### src/rtl/rr_mux_arbiter_pkg.sv
// Shared constants and types for the round-robin mux arbiter.
// Holds the state encoding, select encodings and the one-hot helper.
package mux_arb_pkg;

    localparam int unsigned NUM_SRC          = 4;
    localparam int unsigned SEL_W            = 2;
    localparam int unsigned HOLD_W           = 8;
    localparam int unsigned MAX_HOLD_DEFAULT = 8;

    typedef enum logic {
        ST_IDLE  = 1'b0,
        ST_GRANT = 1'b1
    } state_t;

    localparam logic [SEL_W-1:0] SEL_A = 2'b00;
    localparam logic [SEL_W-1:0] SEL_B = 2'b01;
    localparam logic [SEL_W-1:0] SEL_C = 2'b10;
    localparam logic [SEL_W-1:0] SEL_D = 2'b11;

    function automatic logic [NUM_SRC-1:0] onehot4(input logic [SEL_W-1:0] idx);
        return NUM_SRC'(1) << idx;
    endfunction

endpackage

### src/rtl/rr_mux_arbiter_pick4.sv
// Rotating-priority picker: first set request after index last, wrapping mod 4.
module rr_pick4
    import mux_arb_pkg::*;
(
    input  logic [NUM_SRC-1:0] req,
    input  logic [SEL_W-1:0]   last,
    output logic [SEL_W-1:0]   idx,
    output logic               found
);

    // Walk from the farthest offset down so the nearest hit after last wins.
    always_comb begin
        idx   = '0;
        found = 1'b0;
        for (int k = 4; k >= 1; k--) begin
            if (req[SEL_W'(last + SEL_W'(k))]) begin
                idx   = SEL_W'(last + SEL_W'(k));
                found = 1'b1;
            end
        end
    end

endmodule

### src/rtl/rr_mux_arbiter.sv
// Round-robin arbiter owning a shared 4:1 mux: grants one source at a time,
// drives the registered selects and captures the selected word onto A.
module rr_mux_arbiter
    import mux_arb_pkg::*;
#(
    parameter int unsigned WIDTH    = 1,
    parameter int unsigned MAX_HOLD = MAX_HOLD_DEFAULT
) (
    input  logic               clk,
    input  logic               rst_n,
    input  logic [NUM_SRC-1:0] req,
    input  logic [WIDTH-1:0]   a,
    input  logic [WIDTH-1:0]   b,
    input  logic [WIDTH-1:0]   c,
    input  logic [WIDTH-1:0]   d,
    output logic [NUM_SRC-1:0] gnt,
    output logic               s1,
    output logic               s2,
    output logic [WIDTH-1:0]   A,
    output logic               A_valid
);

    localparam logic [HOLD_W-1:0] HOLD_LAST = HOLD_W'(MAX_HOLD - 1);

    state_t              state, state_nxt;
    logic [NUM_SRC-1:0]  gnt_nxt;
    logic [SEL_W-1:0]    sel, sel_nxt;
    logic [SEL_W-1:0]    last, last_nxt;
    logic [HOLD_W-1:0]   hold_cnt, hold_nxt;
    logic [SEL_W-1:0]    pick_idx_c;
    logic                pick_found_c;
    logic                others_c;
    logic [WIDTH-1:0]    mux_c;

    rr_pick4 u_pick (
        .req   (req),
        .last  (last),
        .idx   (pick_idx_c),
        .found (pick_found_c)
    );

    // In GRANT the owner is always the most recent grantee.
    assign others_c = |(req & ~onehot4(last));

    // Next-state and next-output logic.
    always_comb begin
        state_nxt = state;
        gnt_nxt   = gnt;
        sel_nxt   = sel;
        last_nxt  = last;
        hold_nxt  = hold_cnt;
        unique case (state)
            ST_IDLE: begin
                gnt_nxt = '0;
                if (pick_found_c) begin
                    state_nxt = ST_GRANT;
                    gnt_nxt   = onehot4(pick_idx_c);
                    sel_nxt   = pick_idx_c;
                    last_nxt  = pick_idx_c;
                    hold_nxt  = '0;
                end
            end
            ST_GRANT: begin
                if (req[last]) begin
                    if (hold_cnt < HOLD_LAST) begin
                        hold_nxt = HOLD_W'(hold_cnt + HOLD_W'(1));
                    end else begin
                        hold_nxt = '0;
                        if (others_c) begin
                            gnt_nxt  = onehot4(pick_idx_c);
                            sel_nxt  = pick_idx_c;
                            last_nxt = pick_idx_c;
                        end
                    end
                end else if (pick_found_c) begin
                    gnt_nxt  = onehot4(pick_idx_c);
                    sel_nxt  = pick_idx_c;
                    last_nxt = pick_idx_c;
                    hold_nxt = '0;
                end else begin
                    state_nxt = ST_IDLE;
                    gnt_nxt   = '0;
                end
            end
            default: begin
                state_nxt = ST_IDLE;
                gnt_nxt   = '0;
            end
        endcase
    end

    always_ff @(posedge clk or negedge rst_n) begin
        if (!rst_n) begin
            state    <= ST_IDLE;
            gnt      <= '0;
            sel      <= SEL_A;
            last     <= SEL_D;
            hold_cnt <= '0;
        end else begin
            state    <= state_nxt;
            gnt      <= gnt_nxt;
            sel      <= sel_nxt;
            last     <= last_nxt;
            hold_cnt <= hold_nxt;
        end
    end

    // Inline 4:1 select, same encoding as the external Mux41.
    always_comb begin
        unique case (sel)
            SEL_A:   mux_c = a;
            SEL_B:   mux_c = b;
            SEL_C:   mux_c = c;
            SEL_D:   mux_c = d;
            default: mux_c = a;
        endcase
    end

    always_ff @(posedge clk or negedge rst_n) begin
        if (!rst_n) begin
            A       <= '0;
            A_valid <= 1'b0;
        end else begin
            if (state == ST_GRANT) begin
                A <= mux_c;
            end
            A_valid <= (state == ST_GRANT);
        end
    end

    assign s1 = sel[1];
    assign s2 = sel[0];

endmodule

### config.mk
export PLATFORM = sky130hd
export DESIGN_NAME = rr_mux_arbiter
export DESIGN_NICKNAME = d
export VERILOG_FILES = /design/src/rtl/rr_mux_arbiter_pkg.sv /design/src/rtl/rr_mux_arbiter_pick4.sv /design/src/rtl/rr_mux_arbiter.sv
export SDC_FILE = /design/constraint.sdc
export NUM_CORES = 1
export LEC_CHECK = 0
export ABC_AREA = 1
export CELL_PAD_IN_SITES_DETAIL_PLACEMENT = 0
export CELL_PAD_IN_SITES_GLOBAL_PLACEMENT = 1
export CORE_MARGIN = 2
export CORE_UTILIZATION = 40
export DETAILED_ROUTE_END_ITERATION = 10
export PLACE_DENSITY_LB_ADDON = 0.2
export SLEW_MARGIN = 20
export SYNTH_ARGS = -nofsm -noshare
export SYNTH_HDL_FRONTEND = slang
export SYNTH_SLANG_ARGS = --single-unit
### constraint.sdc
create_clock -name clk -period 2.7 [get_ports clk]
set_input_delay 0.54 -clock clk [delete_from_list [all_inputs] [get_ports clk]]
set_output_delay 0.54 -clock clk [all_outputs]
set_load 0.01 [all_outputs]
==> impl_metrics.toml <==
[yosys]
syn_nets = 168
yosys-top-cells-area = "dfrtp_1 38%, nand2_1 21%, inv_1 6.4%"
synth_top_area_share_pct = 37.95
ys_warn_count = 0
synth_top_cell_by_area = "dfrtp_1"
synth_cell_types = 23
synth-seq-cells = 19
yosysSeqAreaShare_pct = 42.63
syn_avg_cell_area_um2 = 7.327
syn-cell-area_um2 = 1121
synthCells = 153

[final_layout]
fin_area_um2 = 1354
layout_common_cells = "63 x nand2_1, 19 x inv_1, 17 x dfrtp_1, 17 x clkdlybuf4s50_1, 11 x nor2_1"
drive_gt1_share_pct = 12.07
layout_commonest_cell = "nand2_1"
area_growth_syn_to_layout_pct = 20.76
antenna_cells = 0
nNetsFinal = 190

[floorplanning]
core-area_um2 = 2710
start_util_pct = 41.37
io_pins = 18
fp.dieW_um = 56.94
die_area_um2 = 3242
rows = 19
dieHeight_um = 56.94

[pwr]
ir_drop_v = 0.0006060
total_power_uw = 1519
powerDensity_nw_per_um2 = 1122
p_leak_uw = 0.0007221

[sta]
tns_ns = 0
relSlewSlack_pct = 78.75
finClkSkew_ns = 0.004092
period_share_pct = 79.39
rsz0062_at_grt = "no"
setup_viol = 0
worst_pin_slew_ns = 0.3153
setup_slack_ns = 0.5565
finalCriticalPeriod_ns = 2.144
slew_viol_final = 0
fin_hold_ws_ns = 0.4564
finalHoldViolations = 0
fmax_mhz = 466.5

[critical_path]
r2r_cells = 9
cp_data_arrival_time_ns = 2.34
worst_setup_path_end_kind = "register"
crit_type = "reg2reg"
r2r-end = "gnt[2]"
worstPathMaxFanout = 14
timing.critical_path.from = "last[0]"
crit_required_ns = 2.90
crit_path_start_kind = "register"
rrSetupSlack_ns = 0.56
worstReg2RegStart = "last[0]"

[cts]
cts_made_buffers = 3
clk_latency_ns = 0.30
hold_buffers = 0
root_buffer = "clkbuf_4"
ctsResizeCount = 0
path_clk_slew_ns = 0.11
htreeDepth = 1
ctsLongestPathBuffers = 2
postCtsSetupBuffers = 0
cts_sinks = 19
cts_tree = "yes"

[place]
post-place-ws_ns = 0.5553
globalplace.congestion = 0.7777
portBuffers = 17
dpl-instance-area_um2 = 1326
dpl.hpwl_mm = 1.759

[global_route]
grt_pass1_wl_mm = 4.008
grt_pass1_vias = 964
grt_use_total_pct = 15.58
gr-total-overflow = 0
antenna_found_initial = 0
grt_max_degree = 20

[route]
ant_nets = 0
drc = 0
wl_per_cell_um = 10.82
via_count = 969
dr.pass1.iters = 5
drt_iter0_drc = 34
viasPerCell = 4.727
drt-total-wl_mm = 2.219

[worst_hold_path]
whs_path_depth = 0
min_to = "A_valid"
holdCritPathClass = "reg2reg"
hold_start = "state"

[outcome]
status = "finished clean"

[flow_run]
cap_viol_max_count = 0
[state kept, by name (all words and copies together) (netlist names)]
name,flops
A,1
A_valid,1
gnt,4
hold_cnt,8
last,2
sel,2
state,1
[worst max-delay path by stage]
stage              to
2_1_floorplan  sel[0]
3_3_place_gp   gnt[0]
3_5_place_dp   gnt[2]
4_1_cts        gnt[2]
5_1_grt        gnt[1]
6_report       gnt[2]
[critical path, cell delays in order (launching register included)]
cell and delay (ns):
dfstp_2 0.70, inv_1 0.19, ha_1 0.24, or2_2 0.29, nand2_1 0.07, o21ai_0 0.14, nand2_4 0.16, clkinv_2 0.12
nand2_1 0.08, nand2_1 0.05
[power breakdown]
group          total, uW  switching, uW  leakage (uW)  internal [uW]
sequential           495            103      0.000238            392
combinational        881            531      0.000466            350
clock                143           88.1     0.0000177           55.2
[layout make-up]
type                       count  area [um^2]
inverter                      21        82.58
tap                           31        38.79
clock inverter                 1        5.005
clock buffer                   3        22.52
sequential                    19        478.0
fill                         277         1356
multi-input combinational    112        549.3
timing repair buffer          18        177.7
[logic make-up (layout without fill, tap and decap cells)]
group           Yosys count  in the layout  synth area share [%]
fa+ha+maj                 5              5                 5.580
simple gates             93             93                 35.60
compound gates           14             14                 7.812
flops                    19             19                 42.63
buf+inv                  22             43                 8.371
[metrics by stage]
stage          instances  util [%]
2_1_floorplan        153         -
3_3_place_gp         201     48.94
3_5_place_dp         201     48.94
4_1_cts              205     49.95
5_1_grt              205     49.95
6_report             205     49.95
[routing by layer]
metal	up-vias	global-route usage [%]	share of wire [%]
li1	511	-	-
met3	2	4.308	3.3
met5	-	0	0
met4	0	4.319	0.59
met1	443	18.67	45
met2	13	27.42	51
[synthesized netlist by cell type]
cell type	number
a211oi_1	1
a21boi_2	1
a21oi_1	1
buf_6	1
clkinv_2	1
dfrtp_1	17
dfstp_2	2
ha_1	5
inv_1	19
inv_4	1
nand2_1	63
nand2_2	3
nand2_4	2
nand3_1	9
nand3_2	1
nor2_1	11
nor2_2	1
o211ai_1	1
o21ai_0	4
o21ai_1	3
o21ai_2	1
o22ai_1	2
or2_2	3
(Power assumes the default switching activity.)
